`config.mk`:
```
export PLATFORM = sky130hd
export DESIGN_NAME = mul_share_arb
export DESIGN_NICKNAME = d
export VERILOG_FILES = /design/src/rtl/mul_share_pkg.sv /design/src/rtl/mul_seq_core.sv /design/src/rtl/mul_share_arb.sv
export SDC_FILE = /design/constraint.sdc
export NUM_CORES = 1
export LEC_CHECK = 0
export ABC_CLOCK_PERIOD_IN_PS = 3800
export CAP_MARGIN = 20
export CORE_MARGIN = 3
export CORE_UTILIZATION = 25
export CTS_CLUSTER_DIAMETER = 30
export DETAILED_ROUTE_END_ITERATION = 8
export GPL_TIMING_DRIVEN = 0
export HOLD_SLACK_MARGIN = 0.08
export PLACE_DENSITY = 0.57
export SYNTH_ARGS = -nofsm -noshare
export SYNTH_HDL_FRONTEND = slang
export SYNTH_SLANG_ARGS = --single-unit
```
`constraint.sdc`:
```
create_clock -name clk -period 3.8 [get_ports clk]
set_input_delay 0.38 -clock clk [delete_from_list [all_inputs] [get_ports clk]]
set_output_delay 0.38 -clock clk [all_outputs]
set_load 0.01 [all_outputs]
```
`src/rtl/mul_share_pkg.sv`:
```
// Shared types and defaults for the shared sequential multiplier (mul_share_arb).
package mul_share_pkg;

    typedef enum logic [1:0] {
        ST_IDLE = 2'd0,
        ST_RUN  = 2'd1,
        ST_DONE = 2'd2
    } mul_state_e;

    localparam int DEF_NREQ = 4;
    localparam int DEF_W    = 8;
    localparam int DEF_IDW  = $clog2(DEF_NREQ);

endpackage

```
`src/rtl/mul_seq_core.sv`:
```
// Shift-add multiplier engine: one bit of b per step, LSB first, into a 2W-bit accumulator.
// With MUL_EARLY_TERM_EN defined, done asserts on the step after which b has no set bits left.
module mul_seq_core
    import mul_share_pkg::*;
#(
    parameter int W = DEF_W
) (
    input  logic           clk,
    input  logic           rst,
    input  logic           start_i,
    input  logic           step_i,
    input  logic [W-1:0]   a_i,
    input  logic [W-1:0]   b_i,
    output logic           done_o,
    output logic [2*W-1:0] z_o
);

    localparam int             CW       = $clog2(W + 1);
    localparam logic [CW-1:0]  CNT_LAST = CW'(W - 1);
    localparam logic [CW-1:0]  CNT_ONE  = CW'(32'd1);

    logic [2*W-1:0] a_q, a_d;
    logic [2*W-1:0] acc_q, acc_d;
    logic [W-1:0]   b_q, b_d;
    logic [CW-1:0]  cnt_q, cnt_d;
    logic           last_s;

    // Step datapath: load on start, otherwise add shifted multiplicand when the current b bit is set.
    always_comb begin
        a_d   = a_q;
        b_d   = b_q;
        acc_d = acc_q;
        cnt_d = cnt_q;
        if (start_i) begin
            a_d   = {{W{1'b0}}, a_i};
            b_d   = b_i;
            acc_d = {(2*W){1'b0}};
            cnt_d = {CW{1'b0}};
        end else if (step_i) begin
            if (b_q[0]) begin
                acc_d = acc_q + a_q;
            end else begin
                acc_d = acc_q;
            end
            a_d   = {a_q[2*W-2:0], 1'b0};
            b_d   = {1'b0, b_q[W-1:1]};
            cnt_d = cnt_q + CNT_ONE;
        end else begin
            acc_d = acc_q;
        end
    end

    // Engine state registers.
    always_ff @(posedge clk) begin
        if (rst) begin
            a_q   <= {(2*W){1'b0}};
            b_q   <= {W{1'b0}};
            acc_q <= {(2*W){1'b0}};
            cnt_q <= {CW{1'b0}};
        end else begin
            a_q   <= a_d;
            b_q   <= b_d;
            acc_q <= acc_d;
            cnt_q <= cnt_d;
        end
    end

`ifdef MUL_EARLY_TERM_EN
    assign last_s = (cnt_q == CNT_LAST) || (b_q[W-1:1] == {(W-1){1'b0}});
`else
    assign last_s = (cnt_q == CNT_LAST);
`endif

    assign done_o = step_i && last_s;
    assign z_o    = acc_q;

endmodule

```
`src/rtl/mul_share_arb.sv`:
```
// Round-robin arbiter and IDLE/RUN/DONE controller sharing one mul_seq_core among NREQ requesters.
// Define MUL_EARLY_TERM_EN to finish a multiply as soon as the remaining bits of b are zero.
module mul_share_arb
    import mul_share_pkg::*;
#(
    parameter int NREQ = DEF_NREQ,
    parameter int W    = DEF_W
) (
    input  logic                    clk,
    input  logic                    rst,
    input  logic [NREQ-1:0]         req_valid,
    output logic [NREQ-1:0]         req_ready,
    input  logic [NREQ*W-1:0]       req_a,
    input  logic [NREQ*W-1:0]       req_b,
    output logic                    rsp_valid,
    input  logic                    rsp_ready,
    output logic [2*W-1:0]          rsp_z,
    output logic [$clog2(NREQ)-1:0] rsp_id,
    output logic                    busy
);

    localparam int              IDW     = $clog2(NREQ);
    localparam logic [IDW-1:0]  ID_LAST = IDW'(NREQ - 1);
    localparam logic [IDW-1:0]  ID_ONE  = IDW'(32'd1);

    mul_state_e     state_q, state_d;
    logic [IDW-1:0] ptr_q, ptr_d;
    logic [IDW-1:0] id_q, id_d;

    logic           any_valid_s;
    logic [IDW-1:0] gnt_id_s;
    logic [NREQ-1:0] gnt_oh_s;
    logic [W-1:0]   a_sel_s;
    logic [W-1:0]   b_sel_s;
    logic           accept_s;
    logic           core_step_s;
    logic           core_done_s;
    logic [2*W-1:0] core_z_s;

    // Round-robin pick: first valid requester at or after ptr_q, wrapping to 0.
    always_comb begin
        int             idx;
        logic [IDW-1:0] sel;
        any_valid_s = 1'b0;
        gnt_id_s    = {IDW{1'b0}};
        gnt_oh_s    = {NREQ{1'b0}};
        a_sel_s     = {W{1'b0}};
        b_sel_s     = {W{1'b0}};
        for (int k = 0; k < NREQ; k++) begin
            idx = int'(ptr_q) + k;
            idx = (idx >= NREQ) ? (idx - NREQ) : idx;
            sel = IDW'(idx);
            if (!any_valid_s && req_valid[sel]) begin
                any_valid_s   = 1'b1;
                gnt_id_s      = sel;
                gnt_oh_s[sel] = 1'b1;
                a_sel_s       = req_a[idx*W +: W];
                b_sel_s       = req_b[idx*W +: W];
            end else begin
                any_valid_s = any_valid_s;
            end
        end
    end

    // Controller next state, accept strobe and pointer advance.
    always_comb begin
        state_d     = state_q;
        ptr_d       = ptr_q;
        id_d        = id_q;
        accept_s    = 1'b0;
        core_step_s = 1'b0;
        req_ready   = {NREQ{1'b0}};
        case (state_q)
            ST_IDLE: begin
                if (any_valid_s && !rst) begin
                    req_ready = gnt_oh_s;
                    accept_s  = 1'b1;
                    id_d      = gnt_id_s;
`ifdef MUL_EARLY_TERM_EN
                    state_d   = (b_sel_s == {W{1'b0}}) ? ST_DONE : ST_RUN;
`else
                    state_d   = ST_RUN;
`endif
                end else begin
                    state_d = ST_IDLE;
                end
            end
            ST_RUN: begin
                core_step_s = 1'b1;
                if (core_done_s) begin
                    state_d = ST_DONE;
                end else begin
                    state_d = ST_RUN;
                end
            end
            ST_DONE: begin
                // Handshake cycle never grants; the next grant is at the earliest one cycle later.
                if (rsp_ready) begin
                    state_d = ST_IDLE;
                    ptr_d   = (id_q == ID_LAST) ? {IDW{1'b0}} : (id_q + ID_ONE);
                end else begin
                    state_d = ST_DONE;
                end
            end
            default: begin
                state_d = ST_IDLE;
            end
        endcase
    end

    // Controller registers.
    always_ff @(posedge clk) begin
        if (rst) begin
            state_q <= ST_IDLE;
            ptr_q   <= {IDW{1'b0}};
            id_q    <= {IDW{1'b0}};
        end else begin
            state_q <= state_d;
            ptr_q   <= ptr_d;
            id_q    <= id_d;
        end
    end

    mul_seq_core #(
        .W (W)
    ) u_core (
        .clk     (clk),
        .rst     (rst),
        .start_i (accept_s),
        .step_i  (core_step_s),
        .a_i     (a_sel_s),
        .b_i     (b_sel_s),
        .done_o  (core_done_s),
        .z_o     (core_z_s)
    );

    assign rsp_valid = (state_q == ST_DONE);
    assign busy      = (state_q != ST_IDLE);
    assign rsp_z     = core_z_s;
    assign rsp_id    = id_q;

endmodule

```
==> results.md <==
* Critical R2R Launch: ptr_q[1]
* Die width at 149.3 µm
* Async set-or-reset flop fraction in the synthesized netlist at 0
* Drt total wl at 16.35 mm
* Critical path origin: ptr_q[1]
* Placer Congestion at 0.8799
* Slew headroom at 0.4982
* P&R area growth vs syn at 30.14%
* Upper clock frequency limit at 273.4 MHz
* Status: finished, final reports clean
* Placement Rows at 51
* Worst VDD drop at 0.1830 mV
* Core footprint at 19850 µm²
* Post-synth EDFFs at 0
* Synth area leader: mux4_2
* DR pass1 iterations at 5
* Worst Setup EP: req_ready[0]
* Final min period at 3657 ps
* Fin area at 6683 µm²
* Via count at 5108
* Worst-Skew Late Latency at 290 ps
* CTS Hold Bufs at 0
* Final hold vios at 0
* Sequential share of the synthesized area at 0.1949
* PwrDens at 212.9 nW/µm²
* Gr usage total at 0.1488
* IO buf count at 94
* IO Pins at 95
* DR WL/cell at 16.94 µm
* CTS buffer count at 5
* Data arrival time of the worst path at 3280 ps
* First-pass GRT wire length at 26.97 mm
* R2R depth at 10
* Min-delay src: u_core.z_o[14]
* Setup Viol. Count Final at 0
* Most frequent cells after synthesis: nand2_1 (90), a21oi_1 (77), dfxtp_1 (50), mux4_2 (50), nor2_1 (41)
* Placed cells at 950
* Post-DP HPWL at 12.28 mm
* DR vias/cell at 5.293
* Worst r2r dst: u_core.b_q[2]
* CP Data Required Time at 3420 ps
* Initial Utilization at 0.2587
* Max FO, Critical Path at 20
* Share of post-route cells with drive strength above 1 at 0.1500
* Seq cells post-synth at 50
* Worst slew pin tran at 752.6 ps
* Main synth FF type: dfxtp_1
* CTS tree: done
* Main area contributors after synthesis: mux4_2 (22%), dfxtp_1 (19%), a21oi_1 (7.5%)
* Leak pwr at 2.191 nW
* Tcrit/Tclk final at 0.9625
* RSZ-0062 raised after global routing: no
* Drt first-iter violations at 389
* Clock slew at reported path FFs at 70 ps
* Cell count after synthesis at 591
* DP Area at 6407 µm²
* Layout Cells excl Fill at 965
* Vias in the first global route at 5122
* Clk sink count at 50
* H-tree Lvls at 2
* Yosys cell types at 54
* Max_cap viols at 0
* Post-Syn Nets at 687
* Skew final at 9.082 ps
* Crit path launch type: flop
* Die Y at 149.3 µm
* Buffer type at the clock tree root: clkbuf_16
* Largest net degree at the start of global routing at 18
* Kind of critical path: flop to output port
* Synth top area share at 0.2193
* Nets at 795
* Min-delay worst type: flop to flop
* Nature of the critical path endpoint: output port
* R2R setup slack at 390 ps
* DRC at 0
* Syn_area_per_cell at 8.689 µm²
* Antenna Cells at 0
* Syn Std Cell Area at 5135 µm²
* Die area at 22300 µm²
* Synth Warn # at 0
* Most frequent cell after synthesis: nand2_1
* Post-route ant nets at 0
* Total gr overflow at 0
* Max Slew Vio Count at 0
* Filler cells at 2069
* CTS Buffer Depth at 2
* Initial antenna violation count at 0
## state kept, by name, summed over array words and instances, names as in the netlist
signal / cells
ptr_q: 2
rsp_id: 2
state_q: 2
u_core.a_q: 16
u_core.b_q: 8
u_core.cnt_q: 4
u_core.z_o: 16
## layout make-up
cell class,count,area [µm²],area share
Clock buffer,6,138.9,0.02078
Sequential cell,50,1006,0.1505
Clock inverter,2,16.27,0.002434
Timing Repair Buffer,103,996.0,0.1490
Buffer,49,265.3,0.03969
Tap cell,265,331.6,0.04962
Multi-Input combinational cell,480,3882,0.5810
Inverter,10,46.29,0.006928
## routing by layer
layer  global-route usage  vias to the layer above  wire (µm)
li1                     -                     2485          -
met1               0.2195                     2407       7967
met2               0.2396                      205       7282
met3              0.01762                       11        993
met4              0.02105                        0        104
met5                    0                        -          0
## repair_timing
item | CTS | global route
endpoints found under the hold margin | 0 | 0
gates resized for setup | 26 | 10
endpoints found under the setup margin | 51 | 4
buffers inserted | 5 | 4
pin swaps | 0 | 2
## through the flow
| step | power, W | util | hold WS, ps | setup WS (ps) | setup TNS, ps |
|---|---|---|---|---|---|
| 6_report | 0.001423 | 0.3367 | 479.0 | 142.7 | 0 |
| 5_1_grt | 0.001502 | 0.3367 | 501.8 | 0.04463 | 0 |
| 3_5_place_dp | 0.0009630 | 0.3229 | 469.2 | -1465 | -36450 |
| 4_1_cts | 0.001430 | 0.3352 | 478.9 | 9.001 | 0 |
| 2_1_floorplan | 0.0007866 | - | 448.1 | 70.49 | 0 |
| 3_3_place_gp | 0.0009611 | 0.3229 | 466.2 | -1463 | -36400 |
## cell families (layout without fill, tap and decap cells)
family | count (synthesis) | after routing | synth area share
buffers and inverters | 61 | 170 | 0.05312
flip-flops | 50 | 50 | 0.1949
AO/OA/AOI/OAI | 180 | 180 | 0.2256
multiplexers | 88 | 88 | 0.2941
XOR/XNOR | 14 | 14 | 0.02388
AND/OR/NAND/NOR | 173 | 173 | 0.1460
adder cells (fa/ha/maj) | 25 | 25 | 0.06238
## critical path, stage by stage (launching register included)
cell and delay, ps:
dfxtp_4 370, buf_8 150, clkinv_4 170, ha_1 360, buf_8 110, mux4_2 530
nand2b_4 160, buf_6 160, nor3_4 180, nand2b_4 150, buf_6 140, buf_6 140
nor2_1 70, dlygate4sd2_1 300
## cell usage in the layout (no fill, tap or decap), types with 6 or more instances in the layout
| master | count |
|---|---|
| o21ai_0 | 13 |
| dfxtp_1 | 48 |
| xnor2_1 | 7 |
| a211oi_1 | 25 |
| clkbuf_1 | 27 |
| a21oi_1 | 77 |
| buf_2 | 11 |
| o221ai_1 | 14 |
| mux4_2 | 50 |
| o21ai_1 | 8 |
| nand2_1 | 90 |
| ha_1 | 24 |
| inv_1 | 8 |
| clkdlybuf4s50_1 | 90 |
| a221oi_1 | 6 |
| mux2i_1 | 35 |
| nor2_1 | 40 |
| nor3_1 | 15 |
| buf_4 | 12 |
| xor2_1 | 7 |
## where the power goes
group / switching, W / internal [W]
sequential: 0.0000188 / 0.000547
combinational: 0.000204 / 0.000194
clock: 0.000195 / 0.000264
total: 0.000418 / 0.00101
## how the worst min path moves through the flow
stage,endpoint,slack [ps],depth (start not counted)
after global routing,u_core.a_q[9],500,2
after detailed placement,u_core.z_o[14],470,2
final,u_core.z_o[14],480,2
after floorplan,u_core.b_q[7],450,2
after global placement,u_core.cnt_q[1],470,2
after CTS,u_core.z_o[14],480,2
(Power assumes the default switching activity.)
